### src/rtl/sc_regback_pkg.sv
// -----------------------------------------------------------------------------
// sc_regback_pkg
// Shared definitions for the background register bank.
//   cmd_e                 : NEXTLEVEL command encodings
//   INIT_PATTERN_DEFAULT  : default row init pattern
//   PRESC_WIDTH           : prescaler / SPEED width
//   cmdDecode()           : command -> load-select decode
// -----------------------------------------------------------------------------
package sc_regback_pkg;

  // NEXTLEVEL encodings; 2'b11 is an alias for hold.
  typedef enum logic [1:0] {
    CMD_HOLD       = 2'b00,
    CMD_LOAD_LEVEL = 2'b01,
    CMD_LOAD_INIT  = 2'b10,
    CMD_HOLD_ALT   = 2'b11
  } cmd_e;

  // Row source selected by a decoded command.
  typedef enum logic [1:0] {
    SRC_HOLD  = 2'b00,
    SRC_LEVEL = 2'b01,
    SRC_INIT  = 2'b10
  } rowSrc_e;

  localparam logic [7:0] INIT_PATTERN_DEFAULT = 8'b11100111;
  localparam int unsigned PRESC_WIDTH = 8;

  // Init outranks level; both hold encodings map to SRC_HOLD.
  function automatic rowSrc_e cmdDecode(input cmd_e cmd);
    rowSrc_e src;
    unique case (cmd)
      CMD_LOAD_INIT:  src = SRC_INIT;
      CMD_LOAD_LEVEL: src = SRC_LEVEL;
      default:        src = SRC_HOLD;
    endcase
    return src;
  endfunction

endpackage

### src/rtl/sc_regbackrow.sv
// -----------------------------------------------------------------------------
// sc_regbackrow
// One background row register: load / rotate-left / rotate-right / hold.
// Ports:
//   SC_RegBACKROW_CLOCK_50     in   clock, rising edge
//   SC_RegBACKROW_LOAD         in   load LOADDATA (highest priority)
//   SC_RegBACKROW_LOADDATA     in   DATAWIDTH_BUS-bit value to load
//   SC_RegBACKROW_ROTATE       in   rotate by one bit this cycle
//   SC_RegBACKROW_DIR          in   1 = rotate left, 0 = rotate right
//   SC_RegBACKROW_data_OutBUS  out  registered row contents
// The row has no reset of its own: the bank turns reset into a load of the
// init pattern, so reset and load-init share one path.
// -----------------------------------------------------------------------------
module sc_regbackrow #(
  parameter int unsigned DATAWIDTH_BUS = 8
) (
  input  logic                     SC_RegBACKROW_CLOCK_50,
  input  logic                     SC_RegBACKROW_LOAD,
  input  logic [DATAWIDTH_BUS-1:0] SC_RegBACKROW_LOADDATA,
  input  logic                     SC_RegBACKROW_ROTATE,
  input  logic                     SC_RegBACKROW_DIR,
  output logic [DATAWIDTH_BUS-1:0] SC_RegBACKROW_data_OutBUS
);

  logic [DATAWIDTH_BUS-1:0] rowQ;
  logic [DATAWIDTH_BUS-1:0] rowD;
  logic [DATAWIDTH_BUS-1:0] rotLeft;
  logic [DATAWIDTH_BUS-1:0] rotRight;

  // Shift-or form stays valid for a 1-bit row, where both reduce to identity.
  assign rotLeft  = (rowQ << 1) | (rowQ >> (DATAWIDTH_BUS - 1));
  assign rotRight = (rowQ >> 1) | (rowQ << (DATAWIDTH_BUS - 1));

  always_comb begin
    rowD = rowQ;
    if (SC_RegBACKROW_LOAD) begin
      rowD = SC_RegBACKROW_LOADDATA;
    end else if (SC_RegBACKROW_ROTATE) begin
      rowD = SC_RegBACKROW_DIR ? rotLeft : rotRight;
    end
  end

  always_ff @(posedge SC_RegBACKROW_CLOCK_50) begin
    rowQ <= rowD;
  end

  assign SC_RegBACKROW_data_OutBUS = rowQ;

endmodule

### src/rtl/sc_regbackbank.sv
// -----------------------------------------------------------------------------
// sc_regbackbank
// Bank of ROWS scrolling background rows with a shared scroll prescaler.
// Ports:
//   SC_RegBACKBANK_CLOCK_50     in   sole clock, rising edge
//   SC_RegBACKBANK_RESET_InLow  in   synchronous active-low reset
//   SC_RegBACKBANK_NEXTLEVEL    in   01 load level, 10 load init, 00/11 hold
//   SC_RegBACKBANK_LEVELOR      in   level patterns, row r at [r*W +: W]
//   SC_RegBACKBANK_DIR          in   per-row direction, 1 left / 0 right
//   SC_RegBACKBANK_SPEED        in   scroll period in cycles, 0 stops
//   SC_RegBACKBANK_data_OutBUS  out  registered rows, same packing as LEVELOR
//   SC_RegBACKBANK_STEP         out  one-cycle pulse after each scroll step
// Build option: define SC_REGBACKBANK_SCROLL_EN to include scrolling. Without
// it the bank is a pure load/hold register and STEP is tied low.
// -----------------------------------------------------------------------------
module sc_regbackbank
  import sc_regback_pkg::*;
#(
  parameter int unsigned              DATAWIDTH_BUS = 8,
  parameter int unsigned              ROWS          = 4,
  parameter logic [DATAWIDTH_BUS-1:0] INIT_PATTERN  = DATAWIDTH_BUS'(INIT_PATTERN_DEFAULT)
) (
  input  logic                          SC_RegBACKBANK_CLOCK_50,
  input  logic                          SC_RegBACKBANK_RESET_InLow,
  input  logic [1:0]                    SC_RegBACKBANK_NEXTLEVEL,
  input  logic [ROWS*DATAWIDTH_BUS-1:0] SC_RegBACKBANK_LEVELOR,
  input  logic [ROWS-1:0]               SC_RegBACKBANK_DIR,
  input  logic [PRESC_WIDTH-1:0]        SC_RegBACKBANK_SPEED,
  output logic [ROWS*DATAWIDTH_BUS-1:0] SC_RegBACKBANK_data_OutBUS,
  output logic                          SC_RegBACKBANK_STEP
);

  rowSrc_e rowSrc;
  logic    loadInit;
  logic    loadLevel;
  logic    anyLoad;
  logic    stepNow;

  assign rowSrc = cmdDecode(cmd_e'(SC_RegBACKBANK_NEXTLEVEL));

  // Reset is folded into load-init so it wins over every command and step.
  assign loadInit  = !SC_RegBACKBANK_RESET_InLow || (rowSrc == SRC_INIT);
  assign loadLevel = SC_RegBACKBANK_RESET_InLow && (rowSrc == SRC_LEVEL);
  assign anyLoad   = loadInit || loadLevel;

`ifdef SC_REGBACKBANK_SCROLL_EN

  logic [PRESC_WIDTH-1:0] prescQ;
  logic [PRESC_WIDTH-1:0] prescD;
  logic                   stepQ;

  // '>=' rather than '==' so lowering SPEED mid-count steps at once instead
  // of waiting for the prescaler to wrap.
  always_comb begin
    prescD  = prescQ;
    stepNow = 1'b0;
    if (anyLoad) begin
      prescD = '0;
    end else if (SC_RegBACKBANK_SPEED != '0) begin
      if (prescQ >= (SC_RegBACKBANK_SPEED - PRESC_WIDTH'(1))) begin
        stepNow = 1'b1;
        prescD  = '0;
      end else begin
        prescD = prescQ + PRESC_WIDTH'(1);
      end
    end
  end

  always_ff @(posedge SC_RegBACKBANK_CLOCK_50) begin
    if (!SC_RegBACKBANK_RESET_InLow) begin
      prescQ <= '0;
      stepQ  <= 1'b0;
    end else begin
      prescQ <= prescD;
      stepQ  <= stepNow;
    end
  end

  assign SC_RegBACKBANK_STEP = stepQ;

`else

  logic unusedScroll;

  assign stepNow             = 1'b0;
  assign SC_RegBACKBANK_STEP = 1'b0;
  assign unusedScroll        = ^{SC_RegBACKBANK_DIR, SC_RegBACKBANK_SPEED};

`endif

  for (genvar r = 0; r < ROWS; r++) begin : g_row
    logic [DATAWIDTH_BUS-1:0] loadData;

    assign loadData = loadInit ? INIT_PATTERN
                               : SC_RegBACKBANK_LEVELOR[r*DATAWIDTH_BUS +: DATAWIDTH_BUS];

    sc_regbackrow #(
      .DATAWIDTH_BUS(DATAWIDTH_BUS)
    ) u_row (
      .SC_RegBACKROW_CLOCK_50   (SC_RegBACKBANK_CLOCK_50),
      .SC_RegBACKROW_LOAD       (anyLoad),
      .SC_RegBACKROW_LOADDATA   (loadData),
      .SC_RegBACKROW_ROTATE     (stepNow),
      .SC_RegBACKROW_DIR        (SC_RegBACKBANK_DIR[r]),
      .SC_RegBACKROW_data_OutBUS(SC_RegBACKBANK_data_OutBUS[r*DATAWIDTH_BUS +: DATAWIDTH_BUS])
    );
  end

endmodule
### config.mk
export PLATFORM = sky130hd
export DESIGN_NAME = sc_regbackbank
export DESIGN_NICKNAME = d
export VERILOG_FILES = /design/src/rtl/sc_regback_pkg.sv /design/src/rtl/sc_regbackrow.sv /design/src/rtl/sc_regbackbank.sv
export SDC_FILE = /design/constraint.sdc
export NUM_CORES = 1
export LEC_CHECK = 0
export BUFFER_PORTS_ARGS = -buffer_cell sky130_fd_sc_hd__buf_4
export CORE_AREA = 2 2 57 59
export DETAILED_ROUTE_END_ITERATION = 6
export DIE_AREA = 0 0 59 61
export PLACE_DENSITY = 0.81
export SLEW_MARGIN = 20
export SYNTH_ARGS = -nofsm -noshare
export SYNTH_HDL_FRONTEND = slang
export SYNTH_SLANG_ARGS = --single-unit
### constraint.sdc
create_clock -name SC_RegBACKBANK_CLOCK_50 -period 4.2 [get_ports SC_RegBACKBANK_CLOCK_50]
set_input_delay 0.63 -clock SC_RegBACKBANK_CLOCK_50 [delete_from_list [all_inputs] [get_ports SC_RegBACKBANK_CLOCK_50]]
set_output_delay 0.63 -clock SC_RegBACKBANK_CLOCK_50 [all_outputs]
set_load 0.03 [all_outputs]
Word-level counts from Yosys, hierarchy flattened --
Cells that the tools add are included.
Word-level totals: word-level logic and storage cells 13, bits in writable memories 0, register bits after elaboration 32, input port bits 48, memories 0, latch bits 0, ROM bits 0, output and inout port bits 33
Cells by class: $lt $le $gt $ge 0, muxes and demuxes 1, shift operators 0, equality and inequality tests 4, reduce and logical (&&, ||, !) cells 4, bitwise operators 0, add/sub/neg operators 0, multipliers 0, div/mod/pow operators 0
Operators by type and width (count):
- $eq A2 B1 Y1 const B | 2
- $eq A2 B2 Y1 const B | 2
- $pmux W2 S2 | 1
- $logic_or A1 B1 Y1 | 2
- $logic_and A1 B1 Y1 | 1
- $logic_not A1 Y1 | 1

Depth between registers and ports, before layout --
word-level depth 5, depth in mapped cells 3, gate-level depth less buffers 2

Hierarchy --
A second synthesis with hierarchy kept.
Unflattened totals: cell total of the unflattened synthesis 183, area total of the unflattened synthesis 1984.4 sq um
By module, submodules not included:
- sc_regbackrow | seq. area each 240.2 sq um, cells an instance 35, area each 419.2 sq um, times used 4
- sc_regbackbank | seq. area each 0.0 sq um, cells an instance 43, area each 307.8 sq um, times used 1

Worst setup path before layout --
OpenSTA, ideal clock, no wires.
path kind input to register, start input SC_RegBACKBANK_NEXTLEVEL[0], end register g_row[0].u_row.rowQ[0], enable pin, arrival time 1652 ps, path buffers 1, stages 3, library setup time 561 ps, path slack 1987 ps, data required time 3639 ps, cells stage by stage nand2b_4 buf_4 nand3_1
On the way: longest elaborated chain between the ends 5, elaborated cells between the ends (all ways) 8, those cells by class eq/ne (4); mux (1); reduce/logical (3)
Ends and longest elaborated chain:
- from (decl) | RTL line sc_regbackbank.sv:25 | input logic [1:0] SC_RegBACKBANK_NEXTLEVEL,
- $eq A2 B1 Y1 or $eq A2 B2 Y1 (tied branches) | RTL line sc_regback_pkg.sv:32 | unique case (cmd)
- $pmux W2 S2 * | RTL line sc_regback_pkg.sv:32
- $eq A2 B2 Y1 or $eq A2 B1 Y1 (tied branches) | RTL line sc_regbackbank.sv:42, sc_regbackbank.sv:43
- $logic_or A1 B1 Y1 or $logic_and A1 B1 Y1 (tied branches) | RTL line sc_regbackbank.sv:42, sc_regbackbank.sv:43
- $logic_or A1 B1 Y1 * | RTL line sc_regbackbank.sv:44 | assign anyLoad = loadInit || loadLevel;
- via anyLoad | RTL line sc_regbackbank.sv:36 | logic anyLoad;
- to (signal assigned) | RTL line sc_regbackrow.sv:44 | rowQ <= rowD;
- to (decl) | RTL line sc_regbackrow.sv:25 | logic [DATAWIDTH_BUS-1:0] rowQ;
Mark *: on every way through the listed nets, which the timed path passes. The rest lies on a longest branch. A chain may end at the register's enable or synchronous reset.

Worst setup path in the final report --
start input SC_RegBACKBANK_NEXTLEVEL[0], end register g_row[0].u_row.rowQ[1], enable pin
The elaborated chain is that of the path after synthesis.

==> results summary <==
The routability congestion estimate is roughly 0.63. The global routing usage summed across all routing layers is roughly 14%. For this run, the detailed router's first-pass iteration total came to 4. The data required time of the critical path is 4.20 ns. The number of flip-flops under the largest register name came out at 32. The cts-stage hold buffer count came out at 0.

The die height came out at around 61 um. The reported leakage power came out at 0.771 nW. The critical-path maximum fanout is 33.

The worst hold margin is between 0.5 and 0.6 ns. In the detailed route, the total length drawn on met3 is 246 um. The post-synthesis cell area is 1270 um^2. The highest layer touched by signal routing is met4. The via density per instance came out at about 5. The count of port buffers added during placement is 67.

The average footprint of a synthesized cell came out at approximately 17 um^2. The final count of negative-setup-slack endpoints came out at 0. The proportion of synthesized chip area in sequential cells came out at 75.7%. Across all layers, the routed design uses 866 vias. The max-slew violation count came out at 0. The number of global-route vias before repair came to roughly 800. TritonCTS built the clock tree. The minimum clock period after layout came out at approximately 1.9 ns. The die footprint came out at between 3000 and 4000 um^2.

In the final layout, the share of cells above drive strength 1 is 52.8%. The detailed router's first-iteration violation count is 26. The starting density of the core is 43.0%. Timing would allow up to around 0.53 GHz. The count of final hold-check violations is 0.

After clock tree synthesis, the clock-pin slew on the worst setup and hold paths is around 0.10 ns. The number of nets in the synthesized netlist is roughly 120. The final standard cell utilization of the core is about three fifths.

Entering global routing, the biggest net connects 34 pins. In this run, CTS created clock tree buffers numbering 5. The flow ran to the end, and the final reports show no timing, DRC or antenna violations. The worst path uses around 45% of the clock period. The detail route stage leaves a number of antenna-violating nets equal to 0. The number of instances in the synthesized netlist came out at 75. The flip-flop and latch count after synthesis came out at 32. The routed wire length came out at approximately 2600 um. The floorplan step defined a core boundary enclosing between 2000 and 3000 um^2. The floorplan row count is 20.

The remaining global-route overflow came out at 0. The die is about 59 um wide. For this run, design rule violations remaining after detail routing come to 0. The worst slack at placement came out at ~2.0 ns. The sum of negative setup slack came out at 0 ns. The number of top-level pins came out at 81.

The initial antenna violation count came out at 0. The met1 wire length is about 1000 um. The wire length of the first global-routing pass is about 3700 um. The area overhead of the layout relative to synthesis is 43.7%. The routed wirelength normalized by instance count is between 10 and 15 um. Across the VDD grid, the largest voltage drop is slightly above 200 uV.

The slack of the critical path came out at about 2.3 ns. The critical path capture point type is a flop. The number of warnings printed during yosys synthesis is 0.

The placed wire-length estimate after detailed placement is about 1800 um. Data arrives at the worst endpoint at approximately 1.9 ns. Once the clock tree was built, the setup fixing pass inserted 0 buffers.

Excluding fillers, the count of instances in the completed layout stands at ~180. The count of max-cap constraint violations is 0. The total number of H-tree levels came out at 2. The path class of the lowest-slack min-delay path is primary input to flop. The clock tree root buffer cell is sky130_fd_sc_hd__clkbuf_4. Counting distinct cell types in the post-synthesis netlist gives 10.

The cell type with the highest aggregate area in the netlist is sky130_fd_sc_hd__edfxtp_1. The buffer levels on the longest clock path came out at 2. The area share of the largest cell type after synthesis is roughly 76%. After clock tree synthesis, the repair step resized 0 gates. The number of diodes added for antenna fixing came out at 0. The end point of the critical path is g_row[0].u_row.SC_RegBACKROW_data_OutBUS[1]$_SDFFCE_PP1P_. The worst setup path is of the primary input to flop kind. The number of clock sinks came out at 32.

Setup repair after global routing left no endpoint under its margin. The final layout contains 191 nets. The cell count after placement is ~170.

Yosys attributes the largest share of cell area to sky130_fd_sc_hd__edfxtp_1 (76%), sky130_fd_sc_hd__nand3b_1 (14%), sky130_fd_sc_hd__and3_1 (3.9%). STA classifies the critical path startpoint as a primary input. Tracing the worst setup path back leads to its startpoint at SC_RegBACKBANK_NEXTLEVEL[0].

The ratio of total power to cell area is 402 nW/um^2. The filler cells instantiated in the layout total about 250. The met2 wirelength from detailed routing came out at 1290 um.
==> layout make-up <==
type / count / area [um^2] / area share [%]
timing repair buffer: 68 / 510 / 28.0
sequential: 32 / 961 / 52.7
clock buffer: 5 / 37.5 / 2.06
multi-input combinational: 36 / 259 / 14.2
tap: 33 / 41.3 / 2.26
clock inverter: 3 / 13.8 / 0.755
==> worst max-delay path, stage by stage <==
cell                       delay (ns)
sky130_fd_sc_hd__buf_4           0.11
sky130_fd_sc_hd__nand2b_4        0.28
sky130_fd_sc_hd__nand3_1         0.45
sky130_fd_sc_hd__buf_4           0.39
==> power by group <==
group / leakage [nW] / switching, mW / total (mW) / internal (mW)
registers: 0.315 / 0.00932 / 0.398 / 0.389
clock network: 0.0324 / 0.0982 / 0.160 / 0.0614
logic: 0.424 / 0.104 / 0.174 / 0.0706
==> stage by stage <==
step,total power [mW],area (um^2)
after floorplan,0.505,1270
final,0.732,1820
after global placement,0.578,1770
after CTS,0.741,1820
after detailed placement,0.582,1770
after global routing,0.767,1820
==> cells in the mapped netlist (all sizes together) <==
library cell,instances
edfxtp,32
nand3b,24
and3,8
buf,7
nand2b,2
conb,1
nand3,1
==> cell usage in the layout, fill, tap and decap left out <==
cell,Yosys,routed
sky130_fd_sc_hd__clkinv_1,0,1
sky130_fd_sc_hd__nand3b_1,24,24
sky130_fd_sc_hd__and3_1,8,8
sky130_fd_sc_hd__clkbuf_4,0,5
sky130_fd_sc_hd__nand2b_1,1,1
sky130_fd_sc_hd__edfxtp_1,32,32
sky130_fd_sc_hd__nand3_1,1,1
sky130_fd_sc_hd__conb_1,1,1
sky130_fd_sc_hd__buf_4,3,68
sky130_fd_sc_hd__nand2b_4,1,1
sky130_fd_sc_hd__clkinv_2,0,2
==> worst min-delay path by stage <==
stage | startpoint | endpoint | slack (ns) | cells after the start
2_1_floorplan | SC_RegBACKBANK_LEVELOR[0] | g_row[0].u_row.SC_RegBACKROW_data_OutBUS[0]$_SDFFCE_PP1P_ | 0.81 | 1
3_3_place_gp | SC_RegBACKBANK_LEVELOR[17] | g_row[2].u_row.SC_RegBACKROW_data_OutBUS[1]$_SDFFCE_PP1P_ | 0.89 | 2
3_5_place_dp | SC_RegBACKBANK_LEVELOR[14] | g_row[1].u_row.SC_RegBACKROW_data_OutBUS[6]$_SDFFCE_PP1P_ | 0.90 | 2
4_1_cts | SC_RegBACKBANK_LEVELOR[14] | g_row[1].u_row.SC_RegBACKROW_data_OutBUS[6]$_SDFFCE_PP1P_ | 0.55 | 2
5_1_grt | SC_RegBACKBANK_LEVELOR[2] | g_row[0].u_row.SC_RegBACKROW_data_OutBUS[2]$_SDFFCE_PP1P_ | 0.54 | 2
6_report | SC_RegBACKBANK_LEVELOR[14] | g_row[1].u_row.SC_RegBACKROW_data_OutBUS[6]$_SDFFCE_PP1P_ | 0.57 | 2
==> per-layer routing <==
| metal | GRT usage, % | vias up |
|---|---|---|
| met5 | 0 | - |
| met4 | 5.19 | 0 |
| met3 | 7.68 | 2 |
| met2 | 23.7 | 43 |
| met1 | 15.9 | 401 |
| li1 | - | 420 |
==> cells by family (layout without fill, tap and decap cells) <==
family / Yosys count / after routing / share of synthesized area, %
and+or+nand+nor: 35 / 35 / 20.1
DFF: 32 / 32 / 75.7
buffers and inverters: 7 / 76 / 3.85
other: 1 / 1 / 0.296
No activity file was read; power rests on OpenSTA's default activity.
